**src/rtl/task_8_result_serializer.sv**
```systemverilog
// Buffers 128-bit butterfly results in a small FIFO and streams each one out
// MSB-first as 16 bytes over a valid/ready byte interface, with packet framing.
module task_8_result_serializer #(
    parameter int unsigned FIFO_DEPTH         = 2,
    parameter int unsigned RESULTS_PER_PACKET = 1
) (
    input  logic        i_clk,
    input  logic        i_rst,
    input  logic        i_valid,
    input  logic [31:0] i_A_re,
    input  logic [31:0] i_A_im,
    input  logic [31:0] i_B_re,
    input  logic [31:0] i_B_im,
    output logic        o_ready,
    output logic [7:0]  o_data,
    output logic        o_valid,
    input  logic        i_ready,
    output logic        o_last,
    output logic        o_busy,
    output logic        o_overflow
);

    localparam int unsigned      PTR_W    = $clog2(FIFO_DEPTH);
    localparam int unsigned      CNT_W    = PTR_W + 1;
    localparam logic [CNT_W-1:0] FULL_CNT = CNT_W'(FIFO_DEPTH);
    localparam logic [7:0]       LAST_RES = 8'(RESULTS_PER_PACKET - 1);

    typedef enum logic {
        IDLE,
        SEND
    } state_t;

    state_t state, state_next;

    logic [127:0]     mem [FIFO_DEPTH];
    logic [PTR_W-1:0] wr_ptr, rd_ptr;
    logic [CNT_W-1:0] count, count_next;
    logic [3:0]       byte_idx;
    logic [7:0]       res_cnt;
    logic             ready_q;
    logic             overflow_q;
    logic             push, pop, xfer;
    logic [127:0]     head_shifted;

    assign push = i_valid & ready_q;
    assign xfer = o_valid & i_ready;
    assign pop  = xfer & (byte_idx == 4'd15);

    always_comb begin
        count_next = count;
        case ({push, pop})
            2'b10:   count_next = count + CNT_W'(1);
            2'b01:   count_next = count - CNT_W'(1);
            default: count_next = count;
        endcase
    end

    always_comb begin
        state_next = state;
        case (state)
            IDLE:    if (push) state_next = SEND;
            SEND:    if (pop && (count_next == '0)) state_next = IDLE;
            default: state_next = IDLE;
        endcase
    end

    always_ff @(posedge i_clk) begin
        if (i_rst) begin
            state <= IDLE;
        end else begin
            state <= state_next;
        end
    end

    always_ff @(posedge i_clk) begin
        if (i_rst) begin
            wr_ptr     <= '0;
            rd_ptr     <= '0;
            count      <= '0;
            byte_idx   <= '0;
            res_cnt    <= '0;
            ready_q    <= 1'b0;
            overflow_q <= 1'b0;
        end else begin
            if (push) wr_ptr <= wr_ptr + PTR_W'(1);
            if (pop)  rd_ptr <= rd_ptr + PTR_W'(1);
            count   <= count_next;
            ready_q <= (count_next != FULL_CNT);
            if (i_valid && !ready_q) overflow_q <= 1'b1;
            // byte_idx wraps 15 -> 0 on its own, which is exactly the pop edge
            if (xfer) begin
                byte_idx <= byte_idx + 4'd1;
                if (pop) res_cnt <= (res_cnt == LAST_RES) ? '0 : res_cnt + 8'd1;
            end
        end
    end

    always_ff @(posedge i_clk) begin
        if (push && !i_rst) mem[wr_ptr] <= {i_A_re, i_A_im, i_B_re, i_B_im};
    end

    assign head_shifted = mem[rd_ptr] << {byte_idx, 3'b000};

    always_comb begin
        o_valid    = (state == SEND);
        o_data     = o_valid ? head_shifted[127:120] : 8'h00;
        o_last     = o_valid && (byte_idx == 4'd15) && (res_cnt == LAST_RES);
        o_busy     = (count != '0) || o_valid;
        o_ready    = ready_q;
        o_overflow = overflow_q;
    end

endmodule

```
**config.mk**
```make
export PLATFORM = sky130hd
export DESIGN_NAME = task_8_result_serializer
export DESIGN_NICKNAME = d
export VERILOG_FILES = /design/src/rtl/task_8_result_serializer.sv
export SDC_FILE = /design/constraint.sdc
export NUM_CORES = 1
export LEC_CHECK = 0
export BUFFER_PORTS_ARGS = -buffer_cell sky130_fd_sc_hd__buf_4
export CORE_MARGIN = 4
export CORE_UTILIZATION = 39
export DETAILED_ROUTE_END_ITERATION = 7
export GPL_TIMING_DRIVEN = 0
export PLACE_DENSITY = 0.58
export SYNTH_ARGS = -nofsm -noshare
export SYNTH_HDL_FRONTEND = slang
export SYNTH_SLANG_ARGS = --single-unit
```
**constraint.sdc**
```tcl
create_clock -name i_clk -period 16.3 [get_ports i_clk]
set_clock_uncertainty 0.2 [all_clocks]
set_input_delay 4.075 -clock i_clk [delete_from_list [all_inputs] [get_ports i_clk]]
set_output_delay 4.075 -clock i_clk [all_outputs]
set_load 0.05 [all_outputs]
```
; ---- Word level (Yosys, flattened, before mapping)
; Memory sizes are Yosys's and may differ from the RTL's. A register that Yosys moved wholly into a read port is not among the register bits.
; Index checks and enable logic that the tools add are counted.
[word_totals]
reg_bits = 19
mem_bits_rw = 256
inputBits = 132
output_inout_bits = 13
word_cells = 46
memories = 1
[memory_table]
columns = memory, depth, word_bits, read_ports, rd_clocked_by_memory_dff, wr, line
row1 = mem, 2, 128, 1, 1, 1, 35  ; logic [127:0] mem [FIFO_DEPTH];
[op_classes]
add_sub_neg = 6
eq_ne = 4
shifts = 1
muxes = 10
n_bitwise = 4
reduce_logical = 12
[ops]
columns = cell, count
row1 = $shl 128x7->128, 1
row2 = $mux 8, 2
row3 = $add 8x1->8 const B, 1
row4 = $logic_not 8->1, 1
row5 = $mux 1, 6
row6 = $logic_and 1x1->1, 5
row7 = $add 4x1->4 const B, 1
row8 = $eq 4x4->1 const B, 1
row9 = $pmux 2 s2, 1
row10 = $and 1x1->1, 3
row11 = $add 1x1->1 const B, 2
row12 = $add 2x1->2 const B, 1
row13 = $eq 2x1->1 const B, 1
row14 = $eq 2x2->1 const B, 1
row15 = $logic_not 1->1, 2
row16 = $logic_not 2->1, 1
row17 = $ne 2x2->1 const B, 1
row18 = $pmux 1 s2, 1
row19 = $reduce_and 2->1, 1
row20 = $reduce_bool 2->1, 1
row21 = $sub 2x1->2 const B, 1
row22 = $logic_or 1x1->1, 1
row23 = $not 1->1, 1

; ---- Depth between registers and ports, before layout
; Gate-level depths: netlist (run 1).
[logic_depth]
depth_word = 8
mapped_depth = 8
mapped_depth_nobuf = 8

; ---- Worst setup path after synthesis (run 1)
; No wires, ideal clock.
[synth_timing]
path_type = input-to-reg
startpoint = input port i_valid
endpoint = memory mem[1][0] (enable)
setup_ns = 0.801
t_arrival_ns = 13.498
required_time_ns = 15.299
slack_ns = 1.801
cell_stages = 2
n_path_buf = 0
cell_sequence = nand2_1 > nor3b_1
[synth_via]
elab_chain_len = 4
[synth_rtl]
columns = element, line
row1 = from (decl), 9  ; input logic i_valid,
row2 = $and 1x1->1, 45  ; assign push = i_valid & ready_q;
row3 = $logic_and 1x1->1, 99  ; if (push && !i_rst) mem[wr_ptr] <= {i_A_re, i_A_im, i_B_re, i_B_im};
row4 = $mux 1, 99
row5 = $mux 1 (implied by the code), 99
row6 = to (decl), 35
; Every way passes these cells.

; ---- Worst setup path after layout (run 1)
[layout_timing]
startpoint = register byte_idx[1]
endpoint = output port o_data[4]
[layout_via]
elab_chain_len = 2
[layout_rtl]
columns = element, line
row1 = from (decl), 38  ; logic [3:0] byte_idx;
row2 = from (signal assigned), 92  ; byte_idx <= byte_idx + 4'd1;
row3 = $shl 128x7->128, 102  ; assign head_shifted = mem[rd_ptr] << {byte_idx, 3'b000};
row4 = $mux 8, 106  ; o_data = o_valid ? head_shifted[127:120] : 8'h00;
row5 = to (decl), 15  ; output logic [7:0] o_data,
; Every way passes these cells.

==> impl_summary.md, run 1 <==
Run
The total of max-cap violations is 0.

Floorplan
The horizontal extent of the die is 174 µm. For this configuration, the core starts out at a cell density of 39.8%. The number of cell rows is 60. The die area is 30,300 µm².

The die extent in y is ~170 µm. The placeable core region is approximately 27,000 µm². Pin placement for this block handled 145 I/O pins.

Detailed routing
In the routed design, unresolved DRC markers number 0. The remaining number of nets flagged by the antenna check after routing is 0. In this run the top signal layer used is met4. The first detailed-routing pass ran for 5 iterations. Detailed routing placed a total of 1150 µm of wire on met3. In the detailed route, the total length drawn on met2 is approximately 12,000 µm.

For this block, wires on met1 add up to 9800 µm. The detailed-route vias per instance is 5.17. The final wirelength is 23,300 µm. In this run, the number of DRC markers left after iteration 0 of detailed routing was 336. The total number of vias is 5,587. After detailed routing, the average wire length per cell comes to about 22 µm.

Clock tree
The TritonCTS buffer count is 28. The tree built by TritonCTS fans out to 276 sinks. The clock passes through at most 3 buffers. The root buffer cell is sky130_fd_sc_hd__clkbuf_16. The post-CTS repair timing setup buffer count is 0. The number of H-tree branching levels is 1.

After clock tree synthesis, the clock-pin slew on the worst setup and hold paths is 0.06 ns. The number of gates resized after cts is 0. The cts-stage hold buffer count is 0.

TritonCTS built the clock tree. Clock latency on the worst-skew pair, taken at its later pin, is about 0.53 ns.

Cells and area
The synthesis-to-layout area growth is 25.2%. The number of antenna diodes in the final layout is 0. In the final layout, the multi-input gates occupy approximately 2500 µm². The number of cells in the finished layout apart from fillers is 1,081.

In the final design database the tool counted 854 nets. Summing all flip-flop and latch instances after layout gives approximately 8100 µm². The count of fill cells added during filler insertion is 2,247.

The fraction of layout cells with a size suffix above 1 is 39.7%. The share of the core filled with cells in the final layout is 49.9%.

Timing
The final-report hold violation count came to 0. The transition at the pin with the smallest max-transition slack is 0.827 ns. Setup slack closes at 8.78 ns. The total negative setup slack is 0 ns. In this run the tightest slew margin relative to its limit is 44.9%. The maximum clock frequency is 0.133 GHz. Setup repair after global routing left no endpoint under its margin. The final number of max-transition violations is 0. The ratio of final minimum period to clock period is 46.1%. Setup violations remaining at the end of the flow were counted as 0. The final period demand of the worst path is 7.52 ns.

Place
Input and output buffers added on the ports amount to 144. The congestion estimate from routability-driven global placement came to 0.703. Including well taps, the total number of placed cells is roughly 1,000. The HPWL after detailed placement is 17,000 µm. The post-placement worst setup slack is 9.28 ns.

Logic synthesis
The number of distinct library cell variants in the gate-level netlist after synthesis is 40. The number of enable-type register cells in the synthesized netlist is 256. Counting every net in the synthesized netlist gives 655. The summed instance area of the synthesized netlist is 10,800 µm².

The share of the yosys chip area belonging to registers is 75.1%. The post-synthesis cell count is 519. The mean cell area of the mapped netlist is 20.7 µm².

The Yosys step of the flow raised 0 warnings. Of all flip-flops after synthesis, the portion carrying an async set or reset was 0%. The primary flip-flop cell chosen by synthesis mapping is sky130_fd_sc_hd__edfxtp_1. The number of synthesized register bits is approximately 280.

Power
The net switching component of the power is 0.299 mW. The sequential fraction of design power is 53.0%. The worst voltage drop across the vdd grid is 0.0852 mV. The switching share of power is approximately 20%. In this run the static leakage power is 4.56 nW. The part of the total power dissipated in combinational logic is between 5 and 6%.

For this design the ratio of total power to cell area is ~110 nW/µm². The share of power burned in the clock network is 41.6%. Internal power comes to 1.20 mW.

Min path
The min-delay analysis places its worst path in the category reg -> reg. The worst hold path passes through 2 cells.

GRT
The via count of the first global-routing pass is 6,140. Global routing finished with a remaining overflow of 0. The number of antenna violations at the first check in global routing came to 0.

The largest net degree at the start of global routing is 15. The wire length of the first global-routing pass is roughly 35,000 µm. Global routing used between 10% and 20% of the available tracks across all layers.

Critical path
The buffers plus inverters on the worst setup path is 3. In this run the worst path has a maximum fanout of 10. The worst setup path is launched from a register. Data arrives at the worst endpoint at ~3.2 ns. Traced cell by cell, the critical path runs through buf_2 > clkbuf_1 > nor2_1 > a221oi_1 > o21ai_0 > a31oi_1 > buf_4. Among all stages on the critical path, the largest delay is contributed by sky130_fd_sc_hd__clkbuf_1. The number of cells on the worst reg-to-reg path is 7. Grouping stages by cell kind, the critical path spends the most delay in buffers and inverters. The data required time of the worst path is 12.02 ns. The largest stage delay on the critical path is 0.66 ns.

The type of the worst setup path is reg -> out. The worst setup path is captured at an output pin. The critical path crosses 7 cells after its start point.

Status
The flow ran to the end, and the final reports show no timing, DRC or antenna violations.
## stage by stage
| stage | area [µm²] | power (mW) | hold WS (ns) |
|---|---|---|---|
| global placement | 12300 | 0.893 | 0.257 |
| global route | 13500 | 1.56 | 0.343 |
| detailed placement | 12600 | 0.893 | 0.290 |
| CTS | 13500 | 1.52 | 0.305 |
| finish | 13500 | 1.50 | 0.292 |
| floorplan | 10800 | 0.847 | 0.266 |
## power groups by stage
stage | Clock, mW | Combinational, mW | Sequential (mW)
floorplan | 0 | 0.0307 | 0.816
CTS | 0.639 | 0.0824 | 0.796
global route | 0.674 | 0.0875 | 0.796
finish | 0.624 | 0.0810 | 0.796
global placement | 0 | 0.0748 | 0.818
detailed placement | 0 | 0.0821 | 0.811
## worst reg2reg max path, stage by stage, from the launching register on
cell,delay (ns)
sky130_fd_sc_hd__dfxtp_1,0.39
sky130_fd_sc_hd__nand2_1,0.16
sky130_fd_sc_hd__nor3b_2,0.47
sky130_fd_sc_hd__buf_6,0.23
sky130_fd_sc_hd__buf_6,0.18
sky130_fd_sc_hd__buf_6,0.17
sky130_fd_sc_hd__buf_6,0.16
sky130_fd_sc_hd__buf_6,0.17
## placed cells by master (no fill, tap or decap), types with 11 or more instances in the layout
cell / instances
sky130_fd_sc_hd__edfxtp_1: 256
sky130_fd_sc_hd__buf_6: 25
sky130_fd_sc_hd__buf_4: 145
sky130_fd_sc_hd__mux4_2: 47
sky130_fd_sc_hd__mux2_2: 17
sky130_fd_sc_hd__dfxtp_1: 20
sky130_fd_sc_hd__clkbuf_1: 11
sky130_fd_sc_hd__mux4_1: 12
sky130_fd_sc_hd__nor2_1: 15
sky130_fd_sc_hd__mux2i_1: 14
sky130_fd_sc_hd__clkbuf_16: 29
## routing by layer
layer,GRT usage (%),up-vias
li1,-,2576
met1,20.2,2843
met2,26.5,143
met3,2.85,25
met4,3.40,0
met5,0,-
## synth_stat cells (all sizes together), types with 4 or more instances
library cell | count | area (µm²)
or3 | 5 | 31.3
nand2 | 7 | 26.3
inv | 7 | 26.3
a22oi | 7 | 52.6
a221oi | 7 | 61.3
xor2 | 5 | 43.8
mux4 | 59 | 1370
nor3 | 5 | 25.0
nor2 | 15 | 56.3
buf | 17 | 149
dfxtp | 20 | 400
a21oi | 10 | 53.8
a31oi | 6 | 37.5
o21ai | 10 | 50.1
o221ai | 8 | 70.1
edfxtp | 256 | 7690
nand3 | 7 | 35.0
nor2b | 4 | 25.0
nand4 | 4 | 25.0
xnor2 | 6 | 52.6
ha | 4 | 50.1
mux2i | 14 | 140
clkbuf | 8 | 30.0
mux2 | 17 | 191
## area by class of cell
| cell class | count | area share [%] |
|---|---|---|
| sequential | 276 | 60.0 |
| multi-input combinational | 209 | 18.4 |
| timing repair buffer | 169 | 10.2 |
| clock buffer | 32 | 5.47 |
| tap | 341 | 3.16 |
| buffer | 25 | 1.33 |
| clock inverter | 20 | 1.25 |
| inverter | 9 | 0.251 |
## cells by family (layout without fill, tap and decap cells)
logic type	after synthesis	in the layout	synth area share, %
flip-flops	276	276	75.1
multiplexers	90	90	15.8
AND/OR/NAND/NOR	55	55	2.60
AO/OA/AOI/OAI	49	49	3.09
buffers and inverters	34	255	1.98
XOR/XNOR	11	11	0.895
adder cells (fa/ha/maj)	4	4	0.465
## state kept, by name, summed over array words and instances (netlist names), named ones only
name,cells
rd_ptr,1
wr_ptr,1
mem,256
res_cnt,8
count,2
byte_idx,4
o_ready,1
o_overflow,1
o_valid,1
## final timing paths
kind / slack (ns) / from / to
worst max-delay path: 8.78 / byte_idx[1]$_SDFFE_PP0P_ / o_data[4]
worst min-delay path: 0.29 / o_overflow$_SDFFE_PP0P_ / o_overflow$_SDFFE_PP0P_
worst max register to register: 13.88 / o_ready$_SDFF_PP0_ / mem[1][2]$_DFFE_PP_
worst min register to register: 0.29 / o_overflow$_SDFFE_PP0P_ / o_overflow$_SDFFE_PP0P_
(Power assumes the default switching activity.)
==> run 2, diff against run 1 <==
--- a/config.mk
+++ b/config.mk
@@ -5,12 +5,13 @@
 export SDC_FILE = /design/constraint.sdc
 export NUM_CORES = 1
 export LEC_CHECK = 0
+export ABC_AREA = 1
 export BUFFER_PORTS_ARGS = -buffer_cell sky130_fd_sc_hd__buf_4
 export CORE_MARGIN = 4
 export CORE_UTILIZATION = 39
 export DETAILED_ROUTE_END_ITERATION = 7
 export GPL_TIMING_DRIVEN = 0
-export PLACE_DENSITY = 0.58
+export PLACE_DENSITY = 0.6
 export SYNTH_ARGS = -nofsm -noshare
 export SYNTH_HDL_FRONTEND = slang
 export SYNTH_SLANG_ARGS = --single-unit
==> constraint.sdc (replaced) <==
create_clock -name i_clk -period 6.27 [get_ports i_clk]
set_clock_uncertainty 0.2 [all_clocks]
set_input_delay 1.5675 -clock i_clk [delete_from_list [all_inputs] [get_ports i_clk]]
set_output_delay 1.5675 -clock i_clk [all_outputs]
set_load 0.05 [all_outputs]
==> impl_summary.md, run 2 <==
Logic synthesis
The share of synthesized cell area in full adder, half adder and majority cells is less than 1%. The synthesis warning total is 0. Yosys attributes the largest share of cell area to sky130_fd_sc_hd__edfxtp_1, sky130_fd_sc_hd__nand2_1, sky130_fd_sc_hd__nand3_1.

The biggest area consumer among synthesized cells is sky130_fd_sc_hd__edfxtp_1. The number of enable-type register cells in the synthesized netlist is 256. The total nets after synthesis is 1,136.

Averaged over all synthesized cells, the footprint is 11.3 µm². Sequential elements use 71.7% of the synthesized area. The synthesized netlist devotes 2.11% of its cell area to compound gates. The number of distinct library cell variants in the gate-level netlist after synthesis is 25. The portion of synthesized area spent on multiplexers is 0%. The cell count after synthesis came out at about 1,000. After synthesis, the largest family of logic cells by area is simple AND/OR/NAND/NOR gates. The synthesized design contains 276 register bits.

The synthesized design devotes to its leading area cell type 68.2% of total area. The xor and xnor area share after synthesis is 0.311%. The primary flip-flop cell chosen by synthesis mapping is sky130_fd_sc_hd__edfxtp_1. The most common cell in the synthesized netlist is sky130_fd_sc_hd__nand2_1.

The proportion of synthesized flip-flops having asynchronous set or reset is 0%. Of the total synthesized cell area, the portion taken by AND, OR, NAND and NOR gates is 21.9%. By count the netlist is led by sky130_fd_sc_hd__nand2_1, sky130_fd_sc_hd__edfxtp_1, sky130_fd_sc_hd__nand3_1, sky130_fd_sc_hd__nor2_1, sky130_fd_sc_hd__buf_2. After synthesis the cells add up to 11,300 µm².

Clock tree
In this run the post-CTS setup repair buffer count came out at 0. The later pin in the worst-skew pair is clocked with a latency of ~0.54 ns. In this run the deepest clock path goes through 3 buffers.

The root buffer cell is sky130_fd_sc_hd__clkbuf_16. After clock tree synthesis, the flow added hold-fix buffers numbering 0. After clock tree synthesis, the clock-pin slew on the worst setup and hold paths is 0.06 ns. Post-CTS repair changed the size of 0 cells. The TritonCTS sink count is around 280. Counting the buffers created by CTS gives 29.

TritonCTS built the clock tree. CTS built an H-tree with a depth of 1.

Floorplan
The die extent in y is 178 µm. The horizontal extent of the die is 178 µm. The placeable core region is 28,200 µm². The initial utilization of the core area, before any placement, comes to around two fifths.

The number of cell rows is 61. The die area is ~32,000 µm². Pin placement for this block handled 145 I/O pins.

Cells and area
Leaving out fill and tap cells, the most frequent cell in the layout is sky130_fd_sc_hd__nand2_1. In the layout the commonest cells are sky130_fd_sc_hd__nand2_1, sky130_fd_sc_hd__edfxtp_1, sky130_fd_sc_hd__nand3_1. The register with the most flip-flops in the layout has 256 of them.

The largest registers in the layout are mem x256, res_cnt x8, byte_idx x4. The finished cells cover ~14,000 µm². The net count of the finished layout is 1,324. The fraction of layout cells with a size suffix above 1 is 20.2%. Cells fill roughly 50% of the core in the end.

Compared with the post-synthesis result, the final layout area differs by 24.5%. The number of cells in the finished layout apart from fillers is ~1,600. The total inserted antenna cells is 0. More flip-flops sit in one register than any other, and that register is mem.

Min path
The worst hold path belongs to the class reg -> reg.

Critical path
STA classifies the critical path startpoint as a register. The largest stage delay on the critical path is 0.43 ns. The critical path goes through inv_2 > clkbuf_1 > nand3_1 > nand3_1 > nand2_1 > nand2_1 > nand3_1 > nand2_1 > nor2_1 > buf_4. For the worst setup path, the data required time is 4.50 ns. STA classifies the critical path endpoint as an output pin.

The worst setup path is of the reg -> out kind. The largest individual stage delay along the critical path comes from the cell sky130_fd_sc_hd__dfxtp_1. Of all nets on the critical path, the largest fanout is 10. The arrival time reported for the critical path endpoint is 2.62 ns.

GRT
Entering global routing, the biggest net connects 28 pins. The via count of the first global-routing pass was around 8,000. In the global route stage, overall resource usage came out at 18.5%.

The number of antenna violations at the first check in global routing is 0. The total overflow left after global routing is 0. The first global-routing pass estimated 44,100 µm of wire.

Detailed routing
The detailed-route vias per instance is 5.02. The DRC violation count after routing is 0. The first TritonRoute pass finished after 5 iterations. Wire segments on met3 add up to between 1500 and 2000 µm in the final route.

The detailed router used layers up to and including met4. In the final routed layout, each cell accounts on average for approximately 19 µm. The detailed router put a total of 12,800 µm of wire on met1. The detail route stage leaves a number of antenna-violating nets equal to 0. The total met2 wirelength after detailed routing is 14,300 µm. The total number of vias is 7,977. The number of violations reported at the end of detailed-routing iteration 0 is 627. Summed over all layers, the routed wires come to 29,500 µm.

Place
Once placement completed, the tool counted placed cells totaling 1,535. The area after detailed placement is about 13,000 µm². The detailed-placement wirelength estimate is 21,700 µm. The congestion estimate from routability-driven global placement came to 0.877. The count of input and output buffers is 144.

Timing
Dividing the final minimum period by the clock period gives 70.0%. Static timing analysis puts the maximum clock frequency at 0.228 GHz. The final-report hold violation count is 0. The worst path needs 4.39 ns of the cycle, external delays included. The worst max-slew margin expressed relative to the limit is 55.8%. The final number of max-transition violations was 0.

The transition at the pin with the smallest max-transition slack is 0.661 ns. Setup violations remaining at the end of the flow were counted as 0. Setup repair after global routing left no endpoint under its margin.

Power
For this design the static power due to leakage is 5.39 nW. Overall power consumption after layout is estimated at approximately 4 mW. The worst voltage drop across the vdd grid is about 0.21 mV. The power per cell area is 281 nW/µm².

Run
Max-cap violations in this run came to 0.

Status
The flow ran to the end, and the final reports show no timing, DRC or antenna violations.
## run 2: cell types whose count changed after synthesis, sizes merged, moves of 7 or more
cell    before  now
mux2i       14    0
a22oi        7    0
buf         17   45
o21ai       10   29
a221oi       7    0
nand2        7  337
o221ai       8    0
nor2        15   67
mux2        17    0
mux4        59    0
inv          7   22
a21oi       10   17
nand3        7  175
## run 2: metal layers
| metal | up-vias | track usage, % |
|---|---|---|
| li1 | 3844 | - |
| met1 | 3839 | 25.4 |
| met2 | 252 | 31.3 |
| met3 | 42 | 2.90 |
| met4 | 0 | 3.87 |
| met5 | - | 0 |
## run 2: layout make-up
cell class | instances | area (µm²)
Multi-Input combinational cell | 645 | 2810
Timing Repair Buffer | 157 | 1380
Fill cell | 2513 | 14100
Clock buffer | 35 | 748
Clock inverter | 18 | 138
Inverter | 24 | 90.1
Buffer | 55 | 308
Sequential cell | 276 | 8090
Tap cell | 378 | 473
## run 2: path summary, 6_finish.rpt
kind                       startpoint                      end  slack [ns]  cells past startpoint
max          byte_idx[0]$_SDFFE_PP0P_                o_data[3]        1.88                     10
min           res_cnt[6]$_SDFFE_PP0P_  res_cnt[6]$_SDFFE_PP0P_        0.26                      2
max reg2reg  byte_idx[0]$_SDFFE_PP0P_       o_valid$_SDFF_PP0_        3.97                      9
min reg2reg   res_cnt[6]$_SDFFE_PP0P_  res_cnt[6]$_SDFFE_PP0P_        0.26                      2
## run 2: per-stage QoR
stage	setup TNS (ns)	hold slack [ns]	setup slack (ns)
floorplan	0	0.244	0.455
global placement	-400.08	0.252	-1.79
detailed placement	0	0.256	2.44
global route	0	0.308	1.73
finish	0	0.265	1.88
CTS	0	0.265	1.87
## run 2: critical path: cells and delay by family, from the launching register on
family	cells	cell delay (ns)
simple gates	7	0.92
buf+inv	3	0.72
flops	1	0.43
## run 2: cell families (layout without fill, tap and decap cells)
family                     Yosys count  after routing
buffers and inverters               79            289
adders and majority gates            4              4
AOI/OAI and AO/OA                   47             47
DFF                                276            276
xor gates and xnor gates             4              4
and+or+nand+nor                    590            590
## run 2: where the power goes
group | total (mW) | leakage (nW) | switching, mW | internal (mW)
combinational | 0.274 | 2.47 | 0.166 | 0.108
clock | 1.60 | 0.436 | 0.675 | 0.927
sequential | 2.07 | 2.49 | 0.0105 | 2.06
total | 3.94 | 5.39 | 0.852 | 3.09
